$ cat src/rtl/partial_sum_accumulator.sv
// rtl/partial_sum_accumulator.sv - frame accumulator for adder-tree partial sums with a one-entry result register
// Optional clamp arithmetic: define PSUM_ACC_SATURATE_EN.
module partial_sum_accumulator #(
  parameter int IN_WIDTH  = 11,
  parameter int ACC_WIDTH = 24,
  parameter int CNT_WIDTH = 8
) (
  input  logic                 clk,
  input  logic                 rst,
  input  logic [IN_WIDTH-1:0]  sum_i,
  input  logic                 start_i,
  input  logic                 final_flag_i,
  input  logic                 sigma_tag_i,
  input  logic                 clear_i,
  output logic [ACC_WIDTH-1:0] acc_o,
  output logic                 acc_tag_o,
  output logic [CNT_WIDTH-1:0] acc_beats_o,
  output logic                 acc_valid_o,
  input  logic                 acc_ready_i,
  output logic                 busy_o,
  output logic                 tag_err_o,
  output logic                 drop_o,
  output logic                 sat_o
);

  typedef enum logic {IDLE = 1'b0, ACC = 1'b1} state_t;

  state_t state, state_nxt;

  logic signed [ACC_WIDTH-1:0] acc, acc_nxt, acc_sum, sum_ext;
  logic                        tag, tag_nxt;
  logic [CNT_WIDTH-1:0]        cnt, cnt_nxt;
  logic                        beat, complete;

  assign sum_ext  = ACC_WIDTH'($signed(sum_i));
  assign beat     = start_i && !clear_i;
  assign complete = beat && final_flag_i;

`ifdef PSUM_ACC_SATURATE_EN
  localparam logic signed [ACC_WIDTH-1:0] ACC_MAX = {1'b0, {(ACC_WIDTH-1){1'b1}}};
  localparam logic signed [ACC_WIDTH-1:0] ACC_MIN = {1'b1, {(ACC_WIDTH-1){1'b0}}};

  logic [ACC_WIDTH:0] add_wide;
  logic               add_ovf;
  logic               sat_frame, sat_nxt;

  // One guard bit: overflow shows up as the two top bits disagreeing.
  assign add_wide = {acc[ACC_WIDTH-1], acc} + {sum_ext[ACC_WIDTH-1], sum_ext};
  assign add_ovf  = add_wide[ACC_WIDTH] ^ add_wide[ACC_WIDTH-1];
  assign acc_sum  = add_ovf ? (add_wide[ACC_WIDTH] ? ACC_MIN : ACC_MAX)
                            : add_wide[ACC_WIDTH-1:0];
`else
  assign acc_sum  = acc + sum_ext;
  assign sat_o    = 1'b0;
`endif

  // Values the frame registers take on a beat; also what a completing frame publishes.
  always_comb begin
    acc_nxt = sum_ext;
    tag_nxt = sigma_tag_i;
    cnt_nxt = CNT_WIDTH'(1);
`ifdef PSUM_ACC_SATURATE_EN
    sat_nxt = 1'b0;
`endif
    if (state == ACC) begin
      acc_nxt = acc_sum;
      tag_nxt = tag;
      cnt_nxt = (cnt == {CNT_WIDTH{1'b1}}) ? cnt : cnt + CNT_WIDTH'(1);
`ifdef PSUM_ACC_SATURATE_EN
      sat_nxt = sat_frame | add_ovf;
`endif
    end
  end

  always_ff @(posedge clk or posedge rst) begin
    if (rst) begin
      state <= IDLE;
    end else begin
      state <= state_nxt;
    end
  end

  always_comb begin
    state_nxt = state;
    case (state)
      IDLE: if (beat && !final_flag_i) state_nxt = ACC;
      ACC:  if (clear_i || complete)   state_nxt = IDLE;
      default: state_nxt = IDLE;
    endcase
  end

  always_comb begin
    busy_o = (state == ACC);
  end

  always_ff @(posedge clk or posedge rst) begin
    if (rst) begin
      acc       <= '0;
      tag       <= 1'b0;
      cnt       <= '0;
      tag_err_o <= 1'b0;
`ifdef PSUM_ACC_SATURATE_EN
      sat_frame <= 1'b0;
`endif
    end else if (clear_i) begin
      acc       <= '0;
      tag       <= 1'b0;
      cnt       <= '0;
      tag_err_o <= 1'b0;
`ifdef PSUM_ACC_SATURATE_EN
      sat_frame <= 1'b0;
`endif
    end else if (beat) begin
      acc <= acc_nxt;
      tag <= tag_nxt;
      cnt <= cnt_nxt;
`ifdef PSUM_ACC_SATURATE_EN
      sat_frame <= sat_nxt;
`endif
      if (state == ACC && sigma_tag_i != tag) tag_err_o <= 1'b1;
    end
  end

  // Result register: a completion while the register is stuck full is dropped, old result kept.
  always_ff @(posedge clk or posedge rst) begin
    if (rst) begin
      acc_o       <= '0;
      acc_tag_o   <= 1'b0;
      acc_beats_o <= '0;
      acc_valid_o <= 1'b0;
      drop_o      <= 1'b0;
`ifdef PSUM_ACC_SATURATE_EN
      sat_o       <= 1'b0;
`endif
    end else begin
      drop_o <= 1'b0;
      if (complete) begin
        if (!acc_valid_o || acc_ready_i) begin
          acc_o       <= acc_nxt;
          acc_tag_o   <= tag_nxt;
          acc_beats_o <= cnt_nxt;
          acc_valid_o <= 1'b1;
`ifdef PSUM_ACC_SATURATE_EN
          sat_o       <= sat_nxt;
`endif
        end else begin
          drop_o <= 1'b1;
        end
      end else if (acc_valid_o && acc_ready_i) begin
        acc_valid_o <= 1'b0;
      end
    end
  end

endmodule
$ cat config.mk
export PLATFORM = sky130hd
export DESIGN_NAME = partial_sum_accumulator
export DESIGN_NICKNAME = d
export VERILOG_FILES = /design/src/rtl/partial_sum_accumulator.sv
export SDC_FILE = /design/constraint.sdc
export NUM_CORES = 1
export LEC_CHECK = 0
export BUFFER_PORTS_ARGS = -buffer_cell sky130_fd_sc_hd__buf_2
export CAP_MARGIN = 10
export CORE_MARGIN = 5
export CORE_UTILIZATION = 54
export CTS_CLUSTER_SIZE = 24
export DETAILED_ROUTE_END_ITERATION = 10
export HOLD_SLACK_MARGIN = 0.15
export PLACE_DENSITY = 0.85
export SYNTH_ARGS = -nofsm -noshare
export SYNTH_HDL_FRONTEND = slang
export SYNTH_SLANG_ARGS = --single-unit
$ cat constraint.sdc
create_clock -name clk -period 3.1 [get_ports clk]
set_input_delay 0.62 -clock clk [delete_from_list [all_inputs] [get_ports clk]]
set_output_delay 0.62 -clock clk [all_outputs]
set_load 0.005 [all_outputs]
======== After elaboration in Yosys (flattened, before gate mapping) ========
Index checks and enable logic that the tools add are counted.
word-level totals
  bits in registers ....................... 70
  bits of input ports ..................... 18
  output and inout port bits .............. 38
  logic and storage cells ................. 53
cells by class
  $add $sub $neg .......................... 2
  eq/ne operators ......................... 3
  mux-type cells .......................... 21
  bitwise gates (word level) .............. 1
  reductions and logical operators ........ 16
operators by type and width
  operator             count
  $mux 24              3
  $mux 8               4
  $add 24x11->24       1
  $mux 1               13
  $add 8x1->8 const B  1
  $eq 8x8->1 const B   1
  $reduce_and 2->1     3
  $reduce_bool 2->1    3
  $logic_and 1x1->1    5
  $logic_not 1->1      3
  $logic_or 1x1->1     2
  $ne 2x1->1 const B   1
  $pmux 1 s2           1
  $ne 1x1->1           1
  $not 1->1            1

======== Longest topological paths before layout ========
Gate-level depths: netlist of the first run.
  word-level depth ........................ 6
  mapped depth ............................ 9
  depth with buffers taken out ............ 9

======== Worst setup path before layout of the first run ========
OpenSTA, ideal clock, no wires.
  kind .................................... input to register
  start point ............................. input sum_i[0]
  end point ............................... register acc[20]
  data arrival time ....................... 2527 ps
  data required time ...................... 2958 ps
  path slack .............................. 431 ps
  cell stages on the path ................. 9
  path buffers ............................ 0
  cells stage by stage .................... ha_1 fa_1 a21oi_2 o221ai_2 a31oi_4 o21ai_4 a2111o_1 a21oi_1 a211oi_1
on the way
  cells in the longest elaborated chain, start to end .. 4
RTL lines
  item                  line  text
  from (decl)           10    input logic [IN_WIDTH-1:0] sum_i,
  $add 24x11->24        53    assign acc_sum = acc + sum_ext;
  $mux 24               65    if (state == ACC) begin
  $mux 24               113   end else if (beat) begin
  $mux 24               105   end else if (clear_i) begin
  to (signal assigned)  114   acc <= acc_nxt;
  to (decl)             30    logic signed [ACC_WIDTH-1:0] acc, acc_nxt, acc_sum, sum_ext;
No other way between the ends. The select of a mux whose other input is x is not followed.
A chain may end at the register's enable or synchronous reset.

======== Worst setup path in the final report of the first run ========
  start point ............................. register acc[0]
  end point ............................... register acc[20]
on the way
  cells in the longest elaborated chain, start to end .. 4
RTL lines
  item            line
  $add 24x11->24  53
  $mux 24         65
  $mux 24         113
  $mux 24         105
No other way between the ends. The select of a mux whose other input is x is not followed.

==> results of run 1 <==
area by class of cell:
cell class | count | area [um2]
clock buffer | 10 | 137.6
clock inverter | 6 | 68.82
fill | 686 | 3112
inverter | 10 | 37.54
multi-input combinational | 395 | 2571
sequential | 70 | 1752
tap | 105 | 131.4
timing repair buffer | 65 | 365.4
synthesized netlist by cell type (2+ instances only):
| cell | count | area share (%) |
|---|---|---|
| nor2_1 | 42 | 3.5 |
| buf_2 | 6 | 0.67 |
| or4_1 | 2 | 0.33 |
| a211o_1 | 2 | 0.39 |
| a2bb2oi_1 | 2 | 0.39 |
| clkinv_1 | 2 | 0.17 |
| and3_1 | 11 | 1.5 |
| nand2b_1 | 3 | 0.42 |
| o221a_2 | 3 | 0.75 |
| o21ai_1 | 4 | 0.45 |
| clkbuf_1 | 16 | 1.3 |
| ha_1 | 24 | 6.7 |
| a21o_1 | 8 | 1.3 |
| xnor2_1 | 10 | 1.9 |
| a31oi_2 | 2 | 0.56 |
| nor4_1 | 4 | 0.56 |
| a31oi_1 | 10 | 1.4 |
| a221o_1 | 2 | 0.45 |
| a21oi_2 | 4 | 0.78 |
| nand4_1 | 4 | 0.56 |
| o21a_1 | 6 | 1.0 |
| o211ai_1 | 2 | 0.33 |
| a21oi_1 | 33 | 3.7 |
| o21ai_0 | 42 | 4.7 |
| mux2i_1 | 17 | 3.8 |
| dfrtp_1 | 70 | 39 |
| or3_1 | 6 | 0.83 |
| inv_1 | 8 | 0.67 |
| buf_4 | 2 | 0.33 |
| buf_1 | 6 | 0.50 |
| nor3_1 | 14 | 1.6 |
| nand3_1 | 11 | 1.2 |
| or2_2 | 2 | 0.28 |
| xor2_1 | 6 | 1.2 |
| o2111ai_1 | 2 | 0.39 |
| nand2_1 | 62 | 5.2 |
| a21boi_0 | 2 | 0.33 |
| o221a_1 | 2 | 0.50 |
| nor2b_1 | 3 | 0.42 |
| and4_1 | 2 | 0.39 |
| a211oi_1 | 20 | 3.3 |
| nand3b_1 | 2 | 0.33 |
metrics by stage:
step	worst slack, ps	hold WS (ps)
2_1_floorplan	431.4	462.8
3_3_place_gp	194.7	449.1
3_5_place_dp	116.1	451.0
4_1_cts	432.9	233.1
5_1_grt	302.6	252.2
6_report	438.2	229.0
where the power goes:
group          leakage [nW]  internal, mW  switching, mW
sequential            0.910          1.01         0.0613
clock                 0.103         0.398          0.376
combinational          1.39         0.277          0.386
total                  2.40          1.69          0.823
flip-flops by register name, summed over array words and instances, names as in the netlist, 8 cells and up:
name,flops
acc_beats_o,8
acc_o,24
acc,24
cnt,8
critical path, cell delays in order, from the launching register on:
cell and delay [ps]:
dfrtp_1 390, ha_1 210, fa_1 420, a21oi_2 230
o221ai_2 170, a31oi_4 250, o21ai_4 130, a2111o_1 420
a21oi_1 170, a211oi_1 100
kinds of logic (layout without fill, tap and decap cells):
group / after synthesis / count (layout)
and+or+nand+nor: 173 / 173
AOI/OAI and AO/OA: 163 / 163
DFF: 70 / 70
buffers and inverters: 41 / 91
muxes: 17 / 17
adders and majority gates: 25 / 25
other: 1 / 1
xor gates and xnor gates: 16 / 16
final timing paths:
path,from,end,slack [ps],cells past startpoint
hold reg to reg,acc_beats_o[1],acc_beats_o[1],470,2
min in group clk,acc_beats_o[1],acc_beats_o[1],470,2
setup / recovery,acc[0],acc[20],440,9
hold / removal,rst,acc_o[7],230,2
setup reg to reg,acc[0],acc[20],440,9
max in group asynchronous,rst,drop_o,2260,3
metal layers:
layer / up-vias / global-route usage [%]
li1: 1956 / -
met4: 0 / 9.611
met2: 132 / 37.02
met3: 26 / 4.339
met5: - / 0
met1: 1904 / 29.13
==> flow_summary.toml, run 1 <==
[status]
status = "complete, no violations"

[power_and_ir_drop]
total_power_mw = 2.510
p_leak_nw = 2.401
power.density_nw_per_um2 = 495.6
irDropWorstVdd_uv = 255.9

[global_routing]
grt.overflow.total = 0
grt_pass1_wl_mm = 18.57
grt_usage_pct = 22.55
grt_pass1_vias = 4045
grt_max_degree = 57
antenna_found_initial = 0

[layout]
layout_commonest_cell = "dfrtp_1"
diodes = 0
drive_gt1_share_pct = 18.35
area_growth_pct = 12.60
final_cell_area_um2 = 5064
layout_common_cells = "70 x dfrtp_1, 62 x nand2_1, 54 x buf_2"
fin_nets = 594
finalNonFillerCells = 661
utilization_pct = 61.94

[floorplan]
core_um2 = 8175
rows = 33
dieArea_um2 = 10250
die_w_um = 101.3
die_y_um = 101.3
start_util_pct = 55.00
ios = 56

[timing]
tightest_slew_ps = 752.4
rsz0062_at_grt = "false"
tns_ps = 0
slew-limit-headroom_pct = 49.66
fin_crit_sh_pct = 85.86
clock-skew-final_ps = 11.30
hold_viol = 0
maxSlewViolCount = 0
max_freq_mhz = 375.7
fin_crit_ps = 2662
setup_violations = 0

[placement]
io_buffer_count = 54
dpl.cell_count = 645
placed_area_um2 = 4857
hpwl_mm = 7.910
gp_congestion = 0.9133

[setup_path]
required_ps = 3300
path_class = "reg2reg"
start_kind = "register"
cp_max_fo = 5
cp-end-kind = "register"
critical_path_arrival_ps = 2870

[synth]
synth_edf_count = 0
synth.area.mux_share_pct = 3.784
syn_inst = 506
syn_area_per_cell_um2 = 8.887
synth_nets = 549
synth-seq-area-share_pct = 38.95
yosysWarningCount = 0
synth_compound_area_share_pct = 24.90
synthAdderAreaFrac_pct = 7.123
synth_top_family_by_area = "compound AO/OA/AOI/OAI gates"
synthSimpleGateAreaFrac_pct = 18.11
synth.distinct_cells = 67
synthArstFlopShare_pct = 100.0
ys.flop_type = "dfrtp_1"
ys_seq_elements = 70
syn_area_um2 = 4497
synth-xor-area-share_pct = 3.116

[clocking]
htreeDepth = 3
clockBufferDepth = 2
clk_latency_ps = 350
post_cts_buffers = 0
clkTransAtPathRegs_ps = 80
postCtsHoldBufs = 0
ctsResizeCount = 0
root_buffer = "clkbuf_8"
cts_made_buffers = 9
clkSinkCount = 70
cts_tree = "done"

[routing]
vias = 4018
wl_met3_um = 593
drt_iter0_markers = 213
wl_per_cell_um = 16.71
wl_met1_mm = 4.760
via_per_inst = 6.079
drc = 0
route.met2.wl_mm = 5.412
antenna_left = 0
top_layer = "met4"
routed_wl_mm = 11.04
drtPass1Iterations = 5

[worst_hold_path]
min_path_type = "in2async"

[job]
drv_cap = 0
Power figures use the tool's default switching activity.
==> run 2: changes to the inputs <==
--- a/config.mk
+++ b/config.mk
@@ -7,12 +7,13 @@
 export LEC_CHECK = 0
 export BUFFER_PORTS_ARGS = -buffer_cell sky130_fd_sc_hd__buf_2
 export CAP_MARGIN = 10
+export CORE_ASPECT_RATIO = 0.7
 export CORE_MARGIN = 5
 export CORE_UTILIZATION = 54
 export CTS_CLUSTER_SIZE = 24
 export DETAILED_ROUTE_END_ITERATION = 10
 export HOLD_SLACK_MARGIN = 0.15
-export PLACE_DENSITY = 0.85
+export PLACE_DENSITY = 0.75
 export SYNTH_ARGS = -nofsm -noshare
 export SYNTH_HDL_FRONTEND = slang
 export SYNTH_SLANG_ARGS = --single-unit
==> flow_summary.toml, run 2 (same netlist as run 1, synthesis figures left out) <==
[layout]
reg_top3 = "acc: 24 flops, acc_o: 24 flops"
num-fill-cells = 667
drive_gt1_share_pct = 19.65
diodes = 0
final_cell_area_um2 = 5195
layout_commonest_cell = "dfrtp_1"
layout_common_cells = "70 x dfrtp_1, 62 x nand2_1, 54 x buf_2"
area_growth_pct = 15.53
fin_nets = 603

[job]
drv_cap = 0

[timing]
maxSlewViolCount = 0
slew-limit-headroom_pct = 50.07
hold_viol = 0
fin_crit_sh_pct = 85.72
setup_violations = 0
tns_ps = 0
max_freq_mhz = 376.3
rsz0062_at_grt = "false"
fin_crit_ps = 2657
clock-skew-final_ps = 4.796
tightest_slew_ps = 747.9

[clocking]
clk_latency_ps = 340
root_buffer = "clkbuf_16"
cts_tree = "done"
clkTransAtPathRegs_ps = 60
post_cts_buffers = 0
cts_made_buffers = 9
ctsResizeCount = 0
clkSinkCount = 70
htreeDepth = 3
clockBufferDepth = 2
postCtsHoldBufs = 0

[setup_path]
cp_max_fo = 12
critical_path_arrival_ps = 2870
rrSetupSlack_ps = 470
start_kind = "input pin"
path_class = "in2reg"
r2r_cells = 9
cp-end-kind = "register"
worstReg2RegStart = "acc[0]"
reg2reg_to = "acc[20]"
required_ps = 3320

[power_and_ir_drop]
power_frac_clock_pct = 35.3
p_switching_uw = 856.6
total_power_mw = 2.722
irDropWorstVdd_uv = 424.1
p_leak_nw = 2.479
power.density_nw_per_um2 = 523.9
pwr-share-comb_pct = 25.2
seq_power_share_pct = 39.5
p_int_mw = 1.865
swShare_pct = 31.48

[floorplan]
dieArea_um2 = 10280
core_um2 = 7973
rows = 27
die_y_um = 86.35
ios = 56
start_util_pct = 56.40
die_w_um = 119.1

[worst_hold_path]
min_path_type = "in2async"

[status]
status = "complete, no violations"

[routing]
wl_per_cell_um = 17.07
drt_iter0_markers = 315
antenna_left = 0
via_per_inst = 6.077
routed_wl_mm = 11.37
vias = 4047
drtPass1Iterations = 5
drc = 0

[global_routing]
grt_pass1_wl_mm = 19.73
grt.overflow.total = 0
grt_pass1_vias = 3980
grt_max_degree = 40
grt_usage_pct = 23.65
antenna_found_initial = 0

[placement]
io_buffer_count = 54
placed_area_um2 = 4920
gp_congestion = 0.8977
hpwl_mm = 8.255
run 2: power groups by stage:
stage | clock [mW] | sequential, mW | combinational (mW)
detailed placement | 0 | 1.09 | 0.682
global route | 1.03 | 1.09 | 0.771
floorplan | 0 | 1.09 | 0.451
finish | 0.960 | 1.08 | 0.686
global placement | 0 | 1.09 | 0.671
CTS | 0.979 | 1.07 | 0.686
run 2: per-layer routing:
layer / GRT usage [%] / wire length, um / up-vias / share of wire [%]
met5: 0 / 0 / - / 0
met4: 5.258 / 144 / 0 / 1.3
met3: 6.784 / 668 / 14 / 5.9
met2: 35.26 / 4863 / 117 / 43
met1: 34.27 / 5696 / 1942 / 50
li1: - / - / 1974 / -
run 2: area by class of cell:
class                           instances  area (um2)  area share, %
Timing Repair Buffer                   74       432.9          8.333
Inverter                               10       37.54         0.7225
Sequential cell                        70        1752          33.72
Tap cell                              101       126.4          2.433
Multi-Input combinational cell        395        2571          49.49
Clock buffer                           10       239.0          4.600
Clock inverter                          6       36.28         0.6985
run 2: worst max-delay path by stage:
stage                end      start  slack [ps]
2_1_floorplan    acc[20]   sum_i[0]         430
3_3_place_gp   acc_o[23]  sum_i[10]         130
3_5_place_dp     acc[20]   sum_i[0]         110
4_1_cts          acc[20]   sum_i[0]         460
5_1_grt          acc[20]   sum_i[0]         330
6_report       acc_o[23]  sum_i[10]         440
run 2: per-stage QoR:
stage | util [%] | cells | setup WS [ps] | hold slack (ps)
2_1_floorplan | - | 506 | 431.4 | 462.8
3_3_place_gp | 61.71 | 650 | 132.2 | 446.9
3_5_place_dp | 61.71 | 650 | 105.2 | 451.2
4_1_cts | 65.16 | 666 | 459.1 | 418.2
5_1_grt | 65.16 | 666 | 331.9 | 456.0
6_report | 65.16 | 666 | 442.6 | 409.9
run 2: worst max-delay path: stages:
cell     delay (ps)
buf_2           270
ha_1            410
a21o_1          230
a221o_1         330
o22ai_1         140
nand2_1         140
nor3_1          290
nor4_1           80
or3b_1          360
